<file path="src/rtl/sumador_4_bits.sv">
// Registered unsigned adder: ripple-carry chain of ANCHO full-adder cells
// followed by one output register stage with a one-cycle valid strobe.
module sumador_4_bits #(
    parameter int ANCHO = 4
) (
    input  logic             Reloj,
    input  logic             Reset,
    input  logic             Habilitar,
    input  logic [ANCHO-1:0] X,
    input  logic [ANCHO-1:0] Y,
    output logic [ANCHO-1:0] Salida,
    output logic             CarriSalida,
    output logic             Valido
);

    logic [ANCHO:0]   carry_p0;
    logic [ANCHO-1:0] suma_p0;

    logic [ANCHO-1:0] suma_p1;
    logic             carry_p1;
    logic             vld_p1;

    assign carry_p0[0] = 1'b0;

    for (genvar i = 0; i < ANCHO; i++) begin : g_celda
        assign suma_p0[i]    = X[i] ^ Y[i] ^ carry_p0[i];
        assign carry_p0[i+1] = (X[i] & Y[i]) | (carry_p0[i] & (X[i] ^ Y[i]));
    end

    // Stage p0 -> p1: sum and carry hold while disabled; valid pulses per enabled sample.
    always_ff @(posedge Reloj) begin
        if (Reset) begin
            suma_p1  <= '0;
            carry_p1 <= 1'b0;
            vld_p1   <= 1'b0;
        end else if (Habilitar) begin
            suma_p1  <= suma_p0;
            carry_p1 <= carry_p0[ANCHO];
            vld_p1   <= 1'b1;
        end else begin
            vld_p1   <= 1'b0;
        end
    end

    assign Salida      = suma_p1;
    assign CarriSalida = carry_p1;
    assign Valido      = vld_p1;

endmodule

</file>
<file path="config.mk">
export PLATFORM = sky130hd
export DESIGN_NAME = sumador_4_bits
export DESIGN_NICKNAME = d
export VERILOG_FILES = /design/src/rtl/sumador_4_bits.sv
export SDC_FILE = /design/constraint.sdc
export NUM_CORES = 1
export LEC_CHECK = 0
export ABC_AREA = 1
export CAP_MARGIN = 15
export CORE_AREA = 2 2 39 41
export CTS_CLUSTER_SIZE = 20
export DETAILED_ROUTE_END_ITERATION = 10
export DIE_AREA = 0 0 41 43
export GPL_TIMING_DRIVEN = 1
export PLACE_DENSITY = 0.6
export SYNTH_ARGS = -nofsm -noshare
export SYNTH_HDL_FRONTEND = slang
export SYNTH_SLANG_ARGS = --single-unit
</file>
<file path="constraint.sdc">
create_clock -name Reloj -period 2 [get_ports Reloj]
set_input_delay 0.4 -clock Reloj [delete_from_list [all_inputs] [get_ports Reloj]]
set_output_delay 0.4 -clock Reloj [all_outputs]
set_load 0.05 [all_outputs]
</file>
After elaboration in Yosys (flattened, before gate mapping). Index checks and enable logic that the tools add are counted.

Register bits after elaboration: 6. Latch bits: 0. Bits in writable memories: 0. Memory bits (read-only): 0. Output and inout bits: 6. Logic and storage cells: 21. Memories kept: 0.

$add $sub $neg: 0. $mul: 0. Div/mod/pow operators: 0. Order comparisons: 0. Equality and inequality tests: 0. Shifts and indexed selects: 0. Mux-type cells: 1. Bitwise gates (word level): 17. Reduce and logical (&&, ||, !) cells: 0.

Operators with widths (count): $and A1 B1 Y1 (7); $xor A1 B1 Y1 (7); $or A1 B1 Y1 (3); $mux W1 (1).

Longest topological paths before layout. Gate-level depths: netlist of run 1.

Depth in word-level cells: 7. Gate-level depth with buffers: 10. Mapped depth without buffers: 10.

Worst setup path before layout of run 1. Ideal clock, no wire load.

Kind: in2reg. From: in X[0]. To: reg suma_p1[3], in the netlist Salida[3]. Library setup time: 0.115 ns. Arrival time: 1.744 ns. Required time: 1.885 ns. Path slack: 0.140 ns. Cell stages on the path: 10. Path buffers: 0. Cell sequence: ha_1 inv_1 fa_1 inv_1 fa_1 inv_1 fa_1 nand2_1 nand2_1 nor2_1.

Cells in the longest elaborated chain, start to end: 6.

RTL lines: start: declaration (line 9) `input logic [ANCHO-1:0] X,`; $and A1 B1 Y1 (2 in series) (line 27) `assign carry_p0[i+1] = (X[i] & Y[i]) | (carry_p0[i] & (X[i] ^ Y[i]));`; $or A1 B1 Y1 (line 27); $and A1 B1 Y1 (line 27); $or A1 B1 Y1 (line 27); $xor A1 B1 Y1 (line 26) `assign suma_p0[i] = X[i] ^ Y[i] ^ carry_p0[i];`; end signal: assignment (line 37) `suma_p1 <= suma_p0;`; end: declaration (line 19) `logic [ANCHO-1:0] suma_p1;`.

Every way passes these cells. A chain may end at the register's enable or synchronous reset.

Final worst setup path of run 1. Ends and elaborated chain as after synthesis.

==> results of run 1 <==
-- where the power goes --
part,leakage [uW],switching (uW),total (uW),internal [uW]
clock,0.0000138,39.5,107,67.6
combinational,0.000194,65.5,113,47.2
sequential,0.0000499,4.29,134,130
total,0.000258,109,354,245
-- cell families after synthesis --
kind of cell,Yosys count,synth area share
adders and majority gates,4,0.2222
buffers and inverters,12,0.1609
and+or+nand+nor,21,0.2490
DFF,6,0.3678
-- layer usage --
metal	GRT usage	part of all wire	wire, um
met1	0.1075	0.42	237
met2	0.1188	0.45	253
met3	0.09424	0.13	73
met4	0.02000	0	0
met5	0	0	0
-- critical path, delay by kind of cell --
kind | cells | cell delay (ns)
AND/OR/NAND/NOR | 3 | 0.16
adder cells (fa/ha/maj) | 4 | 1.13
buffers and inverters | 4 | 0.32
-- placed cells by master (no fill, tap or decap), drive strengths merged --
cell / n
inv: 11
clkdlybuf4s50: 12
dfxtp: 6
nand2: 10
nor2: 11
dlygate4sd2: 4
fa: 3
ha: 1
clkbuf: 3
-- state kept, by name, summed over array words and instances (netlist names) --
name         cells
CarriSalida      1
Salida           4
Valido           1
-- repair_timing --
action,4_1_cts,5_1_grt
pin swaps,6,5
hold buffers,0,0
setup buffers,0,0
resized for setup,11,0
endpoints found under the setup margin,2,1
-- metrics by stage --
stage / setup slack, ns / power [uW] / instance area [sq um] / cells / setup TNS (ns)
global placement: -0.4071 / 249.2 / 495.5 / 74 / -0.8669
floorplan: 0.1404 / 206.3 / 326.6 / 43 / 0
global route: 0.01115 / 385.2 / 520.5 / 77 / 0
detailed placement: -0.4319 / 251.0 / 495.5 / 74 / -0.9569
CTS: 0.01681 / 363.2 / 520.5 / 77 / 0
finish: 0.1075 / 354.3 / 520.5 / 77 / 0
-- area by class of cell --
type	instances	area (sq um)
well taps	16	20.02
fillers	149	863.3
multi-input cells	25	161.4
clock buffers	3	22.52
inverters	11	41.29
repair buffers	16	155.1
flip-flops and latches	6	120.1
-- worst paths after layout --
path | endpoint | slack [ns] | startpoint | cells past startpoint
max | Salida[3]$_SDFFE_PP0P_ | 0.11 | X[0] | 11
min | Salida[0]$_SDFFE_PP0P_ | 0.47 | Salida[0]$_SDFFE_PP0P_ | 2
max reg2reg | Salida[1]$_SDFFE_PP0P_ | 1.44 | Salida[1]$_SDFFE_PP0P_ | 2
min reg2reg | Salida[0]$_SDFFE_PP0P_ | 0.47 | Salida[0]$_SDFFE_PP0P_ | 2
==> flow_metrics.env, run 1 <==
export IMPL_cts_buffers=3
export IMPL_critical_path_max_stage_delay_ns=0.47
export IMPL_yosysWarningCount=0
export IMPL_path_clk_slew_ns=0.04
export IMPL_fin_nets=78
export IMPL_grt_pass1_vias=257
export IMPL_detail_route_drc_violations=0
export IMPL_grt_setup_unrepaired="no"
export IMPL_power_density_mw_per_mm2=680.6
export IMPL_clock_sinks=6
export IMPL_number_of_primary_i_o_pins=17
export IMPL_cells_taking_the_most_area_after_synthesis="sky130_fd_sc_hd__dfxtp_1 (37%), sky130_fd_sc_hd__fa_1 (18%), sky130_fd_sc_hd__inv_1 (13%), sky130_fd_sc_hd__nor2_1 (13%), sky130_fd_sc_hd__nand2_1 (10%)"
export IMPL_hold_violation_total_from_the_final_report=0
export IMPL_holdCritPathClass="flop to flop"
export IMPL_report_final_setup_viol=0
export IMPL_floorplan_initialDensity=0.2360
export IMPL_drt_wl_cell_um=7.325
export IMPL_grt_use_total=0.09274
export IMPL_timing_critical_path_arrival_ns=2.02
export IMPL_fp_dieArea_sq_mm=0.001763
export IMPL_timing_critical_path_mode_cell="sky130_fd_sc_hd__inv_2"
export IMPL_synth_common_cells="sky130_fd_sc_hd__inv_1 (11), sky130_fd_sc_hd__nor2_1 (11), sky130_fd_sc_hd__nand2_1 (9), sky130_fd_sc_hd__dfxtp_1 (6), sky130_fd_sc_hd__fa_1 (3)"
export IMPL_finalHoldWorstSlack_ns=0.4671
export IMPL_synth_edff_count=0
export IMPL_route_antenna_remaining_nets=0
export IMPL_antenna_found_initial=0
export IMPL_async_flop_share=0
export IMPL_cp_start_kind="primary input"
export IMPL_syn_num_nets=58
export IMPL_netlist_instances=43
export IMPL_outcome="completed"
export IMPL_cts_tree="yes"
export IMPL_routed_wirelength_um=564
export IMPL_crit_path_end_kind="flop"
export IMPL_synth_cell_area_sq_um=326.6
export IMPL_worst_setup_path_type="primary input to flop"
export IMPL_drt_vias_per_instance=3.896
export IMPL_antennaDiodeCount=0
export IMPL_final_period_minus_worst_setup_slack_ns=1.892
export IMPL_worstMarginPinSlew_ns=0.4922
export IMPL_detailed_router_s_first_iteration_violation_count=4
export IMPL_core_rowCount=14
export IMPL_ir_drop_v=0.0004784
export IMPL_maximum_number_of_pins_on_one_net_before_global_route_repair=12
export IMPL_io_buffers=16
export IMPL_finish_utilization=0.3761
export IMPL_post_synth_top_area_fraction=0.3678
export IMPL_worstPathRequired_ns=2.13
export IMPL_cts_root_buffer="sky130_fd_sc_hd__clkbuf_4"
export IMPL_grt_pass1_wl_um=1028
export IMPL_path_max_fanout=1
export IMPL_drt_pass1_iter_count=2
export IMPL_area_growth_pct=59.39
export IMPL_most_common_flop_cell_mapped_by_yosys="sky130_fd_sc_hd__dfxtp_1"
export IMPL_layout_drive_gt1_share=0.1803
export IMPL_routability_cong=0.6330
export IMPL_ctsLongestPathBuffers=2
export IMPL_netlist_cell_type_count=8
export IMPL_h_tree_level_count=1
export IMPL_hpwl_um=474.1
export IMPL_clock_skew_ns=0
export IMPL_p_leak_uw=0.0002577
export IMPL_placeableCoreArea_sq_mm=0.001384
export IMPL_slew_violations=0
export IMPL_yosys_register_bits=6
export IMPL_critical_path_slowest_cell="sky130_fd_sc_hd__fa_1"
export IMPL_max_cap_violation_count=0
export IMPL_min_period_over_period=0.9462
export IMPL_worst_slew_margin_rel=0.6709
export IMPL_die_y_um=43
export IMPL_synth_area_leader_cell="sky130_fd_sc_hd__dfxtp_1"
export IMPL_dieWidth_um=41
export IMPL_globalRoute_totalOverflow=0
export IMPL_num_vias=300
export IMPL_syn_avg_cell_area_sq_um=7.594
export IMPL_maxClockFrequency_ghz=0.5284
export IMPL_synth_seq_area_share=0.3678
export IMPL_worstPathCellList="dlygate4sd2_1 -> ha_2 -> inv_2 -> fa_2 -> inv_2 -> fa_2 -> inv_2 -> fa_1 -> nand2_1 -> nand2_1 -> nor2_1"
export IMPL_clk_latency_ns=0.24
No activity file was read; power rests on OpenSTA's default activity.
==> run 2: changes to the inputs <==
--- a/config.mk
+++ b/config.mk
@@ -13,6 +13,7 @@
 export DIE_AREA = 0 0 41 43
 export GPL_TIMING_DRIVEN = 1
 export PLACE_DENSITY = 0.6
+export SLEW_MARGIN = 0
 export SYNTH_ARGS = -nofsm -noshare
 export SYNTH_HDL_FRONTEND = slang
 export SYNTH_SLANG_ARGS = --single-unit
==> results of run 2 <==
Final layout, timing and power as in run 1 (identical DEF).
==> run 3: changes to the inputs <==
==> constraint.sdc (replaced) <==
create_clock -name Reloj -period 2.4 [get_ports Reloj]
set_input_delay 0.48 -clock Reloj [delete_from_list [all_inputs] [get_ports Reloj]]
set_output_delay 0.48 -clock Reloj [all_outputs]
set_load 0.05 [all_outputs]
==> run 3 against run 2 <==
  * Sequential share of layout area is the same
  * Clock skew is the same
  * Critical path depth is the same
  * Sequential cell count is the same
  * Utilization is the same
  * First-iteration DRC count grew 25%
  * Total power shrank 15%
  * Via count shrank 1.0%
  * Global-route usage grew 0.71 points
  * Clock-buffer cell count is the same
  * Worst setup slack gained 0.029 ns
  * Largest power group unchanged
==> flow_metrics.env, run 3 (synthesis gave the netlist of run 1 again) <==
export IMPL_outcome="completed"
export IMPL_h_tree_level_count=1
export IMPL_fin_nets=78
export IMPL_cts_root_buffer="sky130_fd_sc_hd__clkbuf_4"
export IMPL_grt_setup_unrepaired="no"
export IMPL_p_leak_uw=0.0002575
export IMPL_detailed_router_s_first_iteration_violation_count=5
export IMPL_dieWidth_um=41
export IMPL_maxClockFrequency_ghz=0.4417
export IMPL_filler_cell_count=157
export IMPL_number_of_primary_i_o_pins=17
export IMPL_multiInputGateArea_sq_um=156.4
export IMPL_ctsLongestPathBuffers=2
export IMPL_min_period_over_period=0.9432
export IMPL_timing_critical_path_arrival_ns=2.44
export IMPL_antennaDiodeCount=0
export IMPL_cp_num_buf_inv=4
export IMPL_internal_power_uw=205.9
export IMPL_detail_route_drc_violations=0
export IMPL_power_frac_comb=0.322
export IMPL_critical_path_slowest_cell="sky130_fd_sc_hd__clkdlybuf4s50_1"
export IMPL_cts_tree="yes"
export IMPL_floorplan_initialDensity=0.2360
export IMPL_drt_pass1_iter_count=4
export IMPL_die_y_um=43
export IMPL_crit_path_end_kind="flop"
export IMPL_crit_family="adder cells"
export IMPL_grt_use_total=0.09980
export IMPL_pwr_share_seq=0.375
export IMPL_power_net_switching_uw=93.82
export IMPL_grt_pass1_vias=267
export IMPL_worstPathRequired_ns=2.58
export IMPL_clock_skew_ns=0
export IMPL_slew_violations=0
export IMPL_clock_sinks=6
export IMPL_num_vias=297
export IMPL_cp_start_kind="primary input"
export IMPL_largest_reg_flops=4
export IMPL_hpwl_um=547.1
export IMPL_power_density_mw_per_mm2=575.9
export IMPL_placement_setup_worst_slack_ns=-0.1787
export IMPL_placeableCoreArea_sq_mm=0.001384
export IMPL_drt_wl_cell_um=8.584
export IMPL_maximum_number_of_pins_on_one_net_before_global_route_repair=12
export IMPL_antenna_found_initial=0
export IMPL_hold_violation_total_from_the_final_report=0
export IMPL_worst_setup_path_type="primary input to flop"
export IMPL_io_buffers=16
export IMPL_worstPathCellList="clkdlybuf4s50_1 -> ha_1 -> inv_1 -> fa_2 -> inv_2 -> fa_1 -> inv_1 -> fa_1 -> nand2_1 -> nand2_1 -> nor2_1"
export IMPL_power_share_switching=0.3130
export IMPL_most_frequent_cells_in_the_layout="sky130_fd_sc_hd__clkdlybuf4s50_1 (16), sky130_fd_sc_hd__nor2_1 (11), sky130_fd_sc_hd__inv_1 (10)"
export IMPL_cts_buffers=3
export IMPL_core_rowCount=14
export IMPL_ir_drop_v=0.0003126
export IMPL_path_clk_slew_ns=0.04
export IMPL_routed_wirelength_um=661
export IMPL_postCtsSetupBuffers=0
export IMPL_regArea_sq_um=120.1
export IMPL_final_critical_path_setup_slack_ns=0.1362
export IMPL_clk_latency_ns=0.24
export IMPL_drt_vias_per_instance=3.857
export IMPL_route_antenna_remaining_nets=0
export IMPL_area_growth_pct=59.39
export IMPL_layout_drive_gt1_share=0.09836
export IMPL_max_cap_violation_count=0
export IMPL_fp_dieArea_sq_mm=0.001763
export IMPL_mostFrequentLayoutCell="sky130_fd_sc_hd__clkdlybuf4s50_1"
export IMPL_routability_cong=0.5887
export IMPL_grt_pass1_wl_um=1076
export IMPL_worst_slew_margin_rel=0.6708
export IMPL_report_final_setup_viol=0
export IMPL_holdCritPathClass="flop to flop"
export IMPL_path_max_fanout=1
export IMPL_finalHoldWorstSlack_ns=0.4698
export IMPL_globalRoute_totalOverflow=0
export IMPL_worstMarginPinSlew_ns=0.4922
export IMPL_critical_path_max_stage_delay_ns=0.41
export IMPL_share_clk_of_total_power=0.304
export IMPL_final_period_minus_worst_setup_slack_ns=2.264
==> run 3: cell count changes in the layout (fill, tap and decap cells not counted), moves of 3 or more <==
cell	change
sky130_fd_sc_hd__clkdlybuf4s50_1	+4
sky130_fd_sc_hd__dlygate4sd2_1	-4
sky130_fd_sc_hd__inv_1	+3
sky130_fd_sc_hd__inv_2	-3
==> run 3: layout make-up <==
class / instances / share of cell area
Multi-Input combinational cell: 25 / 0.3005
Inverter: 11 / 0.07933
Clock buffer: 3 / 0.04327
Timing Repair Buffer: 16 / 0.3077
Sequential cell: 6 / 0.2308
Tap cell: 16 / 0.03846
==> run 3: worst paths after layout <==
kind                       startpoint                  endpoint  slack [ns]  depth (start not counted)
max                              X[0]    Salida[3]$_SDFFE_PP0P_        0.14                         11
min          CarriSalida$_SDFFE_PP0P_  CarriSalida$_SDFFE_PP0P_        0.47                          2
max reg2reg    Salida[2]$_SDFFE_PP0P_    Salida[2]$_SDFFE_PP0P_        1.82                          2
min reg2reg  CarriSalida$_SDFFE_PP0P_  CarriSalida$_SDFFE_PP0P_        0.47                          2
==> run 3: power by group through the flow <==
| stage | clock network, uW | logic [uW] | registers [uW] |
|---|---|---|---|
| 2_1_floorplan | 0 | 29.3 | 143 |
| 5_1_grt | 102 | 107 | 113 |
| 4_1_cts | 94.6 | 97.1 | 112 |
| 6_report | 91.0 | 96.4 | 112 |
| 3_5_place_dp | 0 | 96.7 | 114 |
| 3_3_place_gp | 0 | 93.8 | 114 |
==> run 3: layer usage <==
metal / share of wire / up-vias / global-route usage / wire length, um
li1: - / 155 / - / -
met1: 0.36 / 131 / 0.08795 / 236
met2: 0.54 / 11 / 0.1688 / 360
met3: 0.097 / 0 / 0.07853 / 64
met4: 0 / 0 / 0.02000 / 0
met5: 0 / - / 0 / 0
==> run 3: repair_timing <==
| item | in CTS | in global routing |
|---|---|---|
| resized for setup | 0 | 2 |
| hold buffers | 0 | 0 |
| setup endpoints to repair | 0 | 1 |
==> run 3: stage by stage <==
stage	setup TNS [ns]	std cells	power, uW	instance area, sq um	util
after floorplan	0	43	171.9	326.6	-
after global placement	-0.09204	74	207.6	495.5	0.3580
after detailed placement	-0.2426	74	210.5	495.5	0.3580
after CTS	0	77	304.0	518.0	0.3743
after global routing	0	77	321.6	520.5	0.3761
final	0	77	299.8	520.5	0.3761
==> run 3: tightest hold or removal path, delay by kind of cell, from the launching register on <==
family,cells,cell delay (ns)
AND/OR/NAND/NOR,2,0.13
flip-flops,1,0.30
